--- src/rtl/order_book_matcher_if.sv ---
// Order-entry, trade and book-status bundle for the order book matcher.
// The master drives orders and trade_ready; the slave is the matcher itself.
interface order_book_matcher_if #(
   parameter int PW    = 8,
   parameter int QW    = 8,
   parameter int DEPTH = 8
);
   localparam int CW = $clog2(DEPTH+1);

   logic          buy_valid;
   logic          buy_ready;
   logic [PW-1:0] buy_price;
   logic [QW-1:0] buy_qty;
   logic          sell_valid;
   logic          sell_ready;
   logic [PW-1:0] sell_price;
   logic [QW-1:0] sell_qty;
   logic          trade_valid;
   logic          trade_ready;
   logic [PW-1:0] trade_price;
   logic [QW-1:0] trade_qty;
   logic [PW-1:0] best_bid;
   logic [PW-1:0] best_ask;
   logic [CW-1:0] bid_count;
   logic [CW-1:0] ask_count;

   modport master (
      output buy_valid, buy_price, buy_qty, sell_valid, sell_price, sell_qty, trade_ready,
      input  buy_ready, sell_ready, trade_valid, trade_price, trade_qty,
             best_bid, best_ask, bid_count, ask_count
   );

   modport slave (
      input  buy_valid, buy_price, buy_qty, sell_valid, sell_price, sell_qty, trade_ready,
      output buy_ready, sell_ready, trade_valid, trade_price, trade_qty,
             best_bid, best_ask, bid_count, ask_count
   );
endinterface

--- src/rtl/order_book_matcher.sv ---
// Limit-order book with DEPTH bid/ask slots; emits one partial-fill trade at a time
// whenever the best bid crosses the best ask.
module order_book_matcher #(
   parameter int PW    = 8,
   parameter int QW    = 8,
   parameter int DEPTH = 8
) (
   input logic                 clk,
   input logic                 reset,
   order_book_matcher_if.slave ob
);
   localparam int IW = (DEPTH > 1) ? $clog2(DEPTH) : 1;
   localparam int CW = $clog2(DEPTH+1);

   typedef enum logic {IDLE, EMIT} state_e;

   state_e                   state_q, state_d;
   logic [DEPTH-1:0]         bid_v_q, ask_v_q;
   logic [DEPTH-1:0][PW-1:0] bid_px_q, ask_px_q;
   logic [DEPTH-1:0][QW-1:0] bid_qty_q, ask_qty_q;
   logic [PW-1:0]            trade_px_q, trade_px_d;
   logic [QW-1:0]            trade_qty_q, trade_qty_d;
   logic [IW-1:0]            bid_idx_q, bid_idx_d, ask_idx_q, ask_idx_d;

   logic [PW-1:0] bb_px, ba_px;
   logic [QW-1:0] bb_qty, ba_qty;
   logic [IW-1:0] bb_idx, ba_idx, bid_free, ask_free;
   logic          bb_any, ba_any;
   logic [CW-1:0] bid_cnt, ask_cnt;
   logic [PW:0]   px_sum;
   logic          fill, buy_wr, sell_wr;

   // Best-price search; strict compares keep ties on the lowest slot index.
   always_comb begin
      bb_px  = '0;
      bb_qty = '0;
      bb_idx = '0;
      bb_any = 1'b0;
      ba_px  = '1;
      ba_qty = '0;
      ba_idx = '0;
      ba_any = 1'b0;
      for (int i = 0; i < DEPTH; i++) begin
         if (bid_v_q[i] && (!bb_any || bid_px_q[i] > bb_px)) begin
            bb_any = 1'b1;
            bb_px  = bid_px_q[i];
            bb_qty = bid_qty_q[i];
            bb_idx = IW'(i);
         end
         if (ask_v_q[i] && (!ba_any || ask_px_q[i] < ba_px)) begin
            ba_any = 1'b1;
            ba_px  = ask_px_q[i];
            ba_qty = ask_qty_q[i];
            ba_idx = IW'(i);
         end
      end
   end

   always_comb begin
      bid_free = '0;
      ask_free = '0;
      bid_cnt  = '0;
      ask_cnt  = '0;
      for (int i = DEPTH-1; i >= 0; i--) begin
         if (!bid_v_q[i]) bid_free = IW'(i);
         if (!ask_v_q[i]) ask_free = IW'(i);
         bid_cnt = bid_cnt + CW'(bid_v_q[i]);
         ask_cnt = ask_cnt + CW'(ask_v_q[i]);
      end
   end

   assign ob.buy_ready   = (bid_cnt < CW'(DEPTH));
   assign ob.sell_ready  = (ask_cnt < CW'(DEPTH));
   assign ob.bid_count   = bid_cnt;
   assign ob.ask_count   = ask_cnt;
   assign ob.best_bid    = bb_px;
   assign ob.best_ask    = ba_px;
   assign ob.trade_valid = (state_q == EMIT);
   assign ob.trade_price = trade_px_q;
   assign ob.trade_qty   = trade_qty_q;

   // Zero-quantity orders complete the handshake but never occupy a slot.
   assign buy_wr  = ob.buy_valid  && ob.buy_ready  && (ob.buy_qty  != '0);
   assign sell_wr = ob.sell_valid && ob.sell_ready && (ob.sell_qty != '0);
   assign px_sum  = {1'b0, bb_px} + {1'b0, ba_px};

   always_comb begin
      state_d     = state_q;
      trade_px_d  = trade_px_q;
      trade_qty_d = trade_qty_q;
      bid_idx_d   = bid_idx_q;
      ask_idx_d   = ask_idx_q;
      fill        = 1'b0;
      case (state_q)
         IDLE: begin
            if (bb_any && ba_any && (bb_px >= ba_px)) begin
               state_d     = EMIT;
               trade_px_d  = px_sum[PW:1];
               trade_qty_d = (bb_qty < ba_qty) ? bb_qty : ba_qty;
               bid_idx_d   = bb_idx;
               ask_idx_d   = ba_idx;
            end
         end
         EMIT: begin
            if (ob.trade_ready) begin
               state_d = IDLE;
               fill    = 1'b1;
            end
         end
         default: state_d = IDLE;
      endcase
   end

   always_ff @(posedge clk or posedge reset) begin
      if (reset) begin
         state_q     <= IDLE;
         trade_px_q  <= '0;
         trade_qty_q <= '0;
         bid_idx_q   <= '0;
         ask_idx_q   <= '0;
      end else begin
         state_q     <= state_d;
         trade_px_q  <= trade_px_d;
         trade_qty_q <= trade_qty_d;
         bid_idx_q   <= bid_idx_d;
         ask_idx_q   <= ask_idx_d;
      end
   end

   // Inserts only target free slots, so they never collide with the latched fill slots.
   always_ff @(posedge clk or posedge reset) begin
      if (reset) begin
         bid_v_q   <= '0;
         ask_v_q   <= '0;
         bid_px_q  <= '0;
         ask_px_q  <= '0;
         bid_qty_q <= '0;
         ask_qty_q <= '0;
      end else begin
         if (buy_wr) begin
            bid_v_q[bid_free]   <= 1'b1;
            bid_px_q[bid_free]  <= ob.buy_price;
            bid_qty_q[bid_free] <= ob.buy_qty;
         end
         if (sell_wr) begin
            ask_v_q[ask_free]   <= 1'b1;
            ask_px_q[ask_free]  <= ob.sell_price;
            ask_qty_q[ask_free] <= ob.sell_qty;
         end
         if (fill) begin
            bid_qty_q[bid_idx_q] <= bid_qty_q[bid_idx_q] - trade_qty_q;
            ask_qty_q[ask_idx_q] <= ask_qty_q[ask_idx_q] - trade_qty_q;
            if (bid_qty_q[bid_idx_q] == trade_qty_q) bid_v_q[bid_idx_q] <= 1'b0;
            if (ask_qty_q[ask_idx_q] == trade_qty_q) ask_v_q[ask_idx_q] <= 1'b0;
         end
      end
   end
endmodule

--- src/flat_wrapper.sv ---
// flat-port wrapper written by rule: the top's interface ports become plain ports
module order_book_matcher_flat 
#(
   parameter int PW    = 8,
   parameter int QW    = 8,
   parameter int DEPTH = 8
)
  (clk, reset, ob_buy_valid, ob_buy_price, ob_buy_qty, ob_sell_valid, ob_sell_price, ob_sell_qty, ob_trade_ready, ob_buy_ready, ob_sell_ready, ob_trade_valid, ob_trade_price, ob_trade_qty, ob_best_bid, ob_best_ask, ob_bid_count, ob_ask_count);
  order_book_matcher_if #(.PW(PW), .QW(QW), .DEPTH(DEPTH)) ob_i ();
  input logic clk;
  input logic reset;
  input wire logic [$bits(ob_i.buy_valid)-1:0] ob_buy_valid;
  input wire logic [$bits(ob_i.buy_price)-1:0] ob_buy_price;
  input wire logic [$bits(ob_i.buy_qty)-1:0] ob_buy_qty;
  input wire logic [$bits(ob_i.sell_valid)-1:0] ob_sell_valid;
  input wire logic [$bits(ob_i.sell_price)-1:0] ob_sell_price;
  input wire logic [$bits(ob_i.sell_qty)-1:0] ob_sell_qty;
  input wire logic [$bits(ob_i.trade_ready)-1:0] ob_trade_ready;
  output wire logic [$bits(ob_i.buy_ready)-1:0] ob_buy_ready;
  output wire logic [$bits(ob_i.sell_ready)-1:0] ob_sell_ready;
  output wire logic [$bits(ob_i.trade_valid)-1:0] ob_trade_valid;
  output wire logic [$bits(ob_i.trade_price)-1:0] ob_trade_price;
  output wire logic [$bits(ob_i.trade_qty)-1:0] ob_trade_qty;
  output wire logic [$bits(ob_i.best_bid)-1:0] ob_best_bid;
  output wire logic [$bits(ob_i.best_ask)-1:0] ob_best_ask;
  output wire logic [$bits(ob_i.bid_count)-1:0] ob_bid_count;
  output wire logic [$bits(ob_i.ask_count)-1:0] ob_ask_count;
  assign ob_i.buy_valid = ob_buy_valid;
  assign ob_i.buy_price = ob_buy_price;
  assign ob_i.buy_qty = ob_buy_qty;
  assign ob_i.sell_valid = ob_sell_valid;
  assign ob_i.sell_price = ob_sell_price;
  assign ob_i.sell_qty = ob_sell_qty;
  assign ob_i.trade_ready = ob_trade_ready;
  assign ob_buy_ready = ob_i.buy_ready;
  assign ob_sell_ready = ob_i.sell_ready;
  assign ob_trade_valid = ob_i.trade_valid;
  assign ob_trade_price = ob_i.trade_price;
  assign ob_trade_qty = ob_i.trade_qty;
  assign ob_best_bid = ob_i.best_bid;
  assign ob_best_ask = ob_i.best_ask;
  assign ob_bid_count = ob_i.bid_count;
  assign ob_ask_count = ob_i.ask_count;
  order_book_matcher #(.PW(PW), .QW(QW), .DEPTH(DEPTH)) u_core (.clk(clk), .reset(reset), .ob(ob_i));
endmodule
--- config.mk ---
export PLATFORM = sky130hd
export DESIGN_NAME = order_book_matcher_flat
export DESIGN_NICKNAME = d
export VERILOG_FILES = /design/src/rtl/order_book_matcher_if.sv /design/src/rtl/order_book_matcher.sv /design/src/flat_wrapper.sv
export SDC_FILE = /design/constraint.sdc
export NUM_CORES = 1
export LEC_CHECK = 0
export CAP_MARGIN = 15
export CORE_MARGIN = 2
export CORE_UTILIZATION = 40
export CTS_CLUSTER_DIAMETER = 60
export DETAILED_ROUTE_END_ITERATION = 12
export RECOVER_POWER = 25
export SYNTH_ARGS = -nofsm -noshare
export SYNTH_HDL_FRONTEND = slang
export SYNTH_SLANG_ARGS = --single-unit
--- constraint.sdc ---
create_clock -name clk -period 36.9 [get_ports clk]
set_input_delay 5.535 -clock clk [delete_from_list [all_inputs] [get_ports clk]]
set_output_delay 5.535 -clock clk [all_outputs]
set_load 0.02 [all_outputs]
==> flow_summary.json <==
{
  "final-seq-area_um2": 7380,
  "cp_common_cell": "o21ai_0",
  "setup_viol": 0,
  "start_kind": "flop",
  "r2r_cells": 72,
  "die-height_um": 233,
  "nFillCells": 4960,
  "cp_slowest_stage_delay_ns": 0.83,
  "cts_buffers": 38,
  "rsz0062_at_grt": "no",
  "grt_pass1_vias": 17200,
  "r2r_end": "u_core.ob.trade_price[3]",
  "synth_top_cell_by_area": "dfrtp_1",
  "cts.path.max_buffers": 3,
  "drt_wl_total_um": 61400,
  "synth_cell_types": 80,
  "syn-num-nets": 2442,
  "grt_max_degree": 90,
  "critPathCapture": "ob_best_ask[0]",
  "yosysMostFrequentCell": "dfrtp_1",
  "synth_area_um2": 20900,
  "crit_family": "compound AO/OA/AOI/OAI gates",
  "synth-edff-count": 0,
  "ff2ff_setup_slack_ns": 17.32,
  "period_needed_ns": 23.71,
  "cts_setup_buffers": 0,
  "clk_pin_slew_ns": 0.05,
  "drcViolationCount": 0,
  "critPathBufInv": 7,
  "critPathCaptureType": "output port",
  "antenna_found_initial": 0,
  "setup_tns_ns": 0,
  "clk_latency_ns": 0.56,
  "final_hold_viol_count": 0,
  "synth-seq-cells": 295,
  "worstSetupPathDepth": 62,
  "rows": 83,
  "cts_root_buf": "clkbuf_16",
  "crit_fanout": 40,
  "timing.fmax_mhz": 42.2,
  "core_area_um2": 51500,
  "fp.dieW_um": 233,
  "grt_pass1_wl_um": 98100,
  "timing.final.crit_share_pct": 64.2,
  "clkSinkCount": 295,
  "setup_ws_ns": 13.19,
  "grt_usage_pct": 23.0,
  "area_growth_pct": 12.4,
  "ys_seq_area_share_pct": 35.3,
  "required_ns": 31.36,
  "fin_util_pct": 45.6,
  "synth.top_cell.area_share_pct": 35.3,
  "r2r-start": "u_core.ask_v_q[0]",
  "pre_cts_ws_ns": 13.75,
  "fin_skew_ns": 0.0309,
  "synthFlopType": "dfrtp_1",
  "design_area_um2": 23500,
  "min_path_type": "reg -> reg",
  "drtPass1Iterations": 6,
  "startpoint": "u_core.ask_v_q[0]",
  "num_vias": 17200,
  "worstMarginPinSlew_ns": 4.37,
  "portBuffers": 79,
  "start_util_pct": 40.6,
  "crit_slowest_cell": "o21ai_2",
  "cts-resized-gates": 0,
  "syn_area_per_cell_um2": 9.31,
  "yosysWarnings": 0,
  "run_status": "complete, but fails checks",
  "dpl.hpwl_um": 45900,
  "viasPerCell": 5.79,
  "drive_above_1_share_pct": 16.6,
  "cts.htree.levels": 2,
  "multiInputGateArea_um2": 12500,
  "overflow": 0,
  "place_area_um2": 22300,
  "ios": 80,
  "arrival_ns": 18.17,
  "drv_cap": 3,
  "min_path_cells": 2,
  "slew_headroom_pct": -193,
  "cts_tree": "built",
  "first_iter_violations": 1302,
  "diodes": 0,
  "wire_per_inst_um": 20.7,
  "synthTopCellsByArea": "dfrtp_1 35%, mux2_2 12%, ha_1 8.9%, a21oi_1 5.1%, mux2i_1 3.8%",
  "fin_nets": 2458,
  "place_congestion": 0.892,
  "ant_nets": 0,
  "slew_viol_final": 172,
  "netlist_top_cells_count": "295 x dfrtp_1, 231 x mux2_2, 214 x a21oi_1",
  "syn_inst": 2245,
  "crit_type": "reg -> out",
  "cts-hold-fix-buffers": 0,
  "dieArea_um2": 54100,
  "violations": "max-capacitance violations, max-slew violations",
  "async_flop_share_pct": 100
}
==> logic make-up (layout without fill, tap and decap cells) <==
family                     count (synthesis)  count (layout)  share of synthesized area (%)
buffers and inverters                    269             310                           5.02
muxes                                    329             329                           18.2
xor gates and xnor gates                  21              21                          0.880
adders and majority gates                160             160                           9.97
DFF                                      295             295                           35.3
and+or+nand+nor                          568             568                           12.5
AOI/OAI and AO/OA                        603             603                           18.1
==> cells in the final DEF, fill, tap and decap left out, types with 16 or more instances in the layout <==
master,synthesis,layout
xnor2_1,16,16
nor2b_1,44,44
a21oi_1,214,213
inv_1,133,132
nand2b_1,19,19
ha_1,149,149
o211ai_1,21,21
mux4_2,18,18
clkbuf_16,0,39
mux2_2,231,231
nand2_1,180,179
dfrtp_1,295,295
buf_4,0,24
clkdlybuf4s50_1,0,77
o21ai_0,147,147
a211oi_1,50,50
nor2_1,183,180
a21o_1,39,39
nand3_1,51,51
mux2i_1,80,80
==> worst register-to-register path, delay by kind of cell (launching register included) <==
kind / cells / cell delay, ns
mux: 4 / 1.32
fa+ha+maj: 8 / 2.30
buf+inv: 7 / 1.76
flops: 1 / 0.75
simple gates: 14 / 3.91
compound gates: 39 / 9.44
==> layer usage <==
layer	global-route usage, %	share of wire, %
met5	0	0
met4	7.48	3.1
met3	3.08	5.7
met2	37.8	47
met1	31.2	45
==> state kept, by name, summed over array words and instances, names as in the netlist <==
name	cells
u_core.ask_px_q	64
u_core.ask_qty_q	64
u_core.bid_px_q	64
u_core.bid_qty_q	64
u_core.ask_v_q	8
u_core.bid_v_q	8
u_core.ob.trade_price	8
u_core.ob.trade_qty	8
u_core.ask_idx_q	3
u_core.bid_idx_q	3
u_core.ob.trade_valid	1
==> final cells by class <==
class / instances / share of cell area [%]
multi-input cells: 1681 / 53.3
well taps: 680 / 3.62
flip-flops and latches: 295 / 31.4
repair buffers: 110 / 4.44
inverters: 135 / 2.16
clock buffers: 53 / 4.63
clock inverters: 12 / 0.368
==> worst min-delay path by stage <==
stage / from / end / slack (ns)
2_1_floorplan: u_core.ask_px_q[0] / u_core.ask_px_q[0] / 0.47
4_1_cts: u_core.ob.trade_price[1] / u_core.ob.trade_price[1] / 0.50
3_5_place_dp: u_core.ob.trade_price[5] / u_core.ob.trade_price[5] / 0.48
5_1_grt: u_core.bid_px_q[48] / u_core.bid_px_q[48] / 0.52
6_report: u_core.ob.trade_price[5] / u_core.ob.trade_price[5] / 0.49
3_3_place_gp: u_core.ob.trade_price[5] / u_core.ob.trade_price[5] / 0.47
==> stage by stage <==
stage / hold slack [ns] / cells
after global placement: 0.472 / 2893
after detailed placement: 0.485 / 2894
after global routing: 0.519 / 2966
final: 0.494 / 2966
after CTS: 0.501 / 2959
after floorplan: 0.472 / 2245
Power is left out: the tool's default activity adds up to more than one toggle a clock period on the data nets, which glitch-free logic cannot reach.
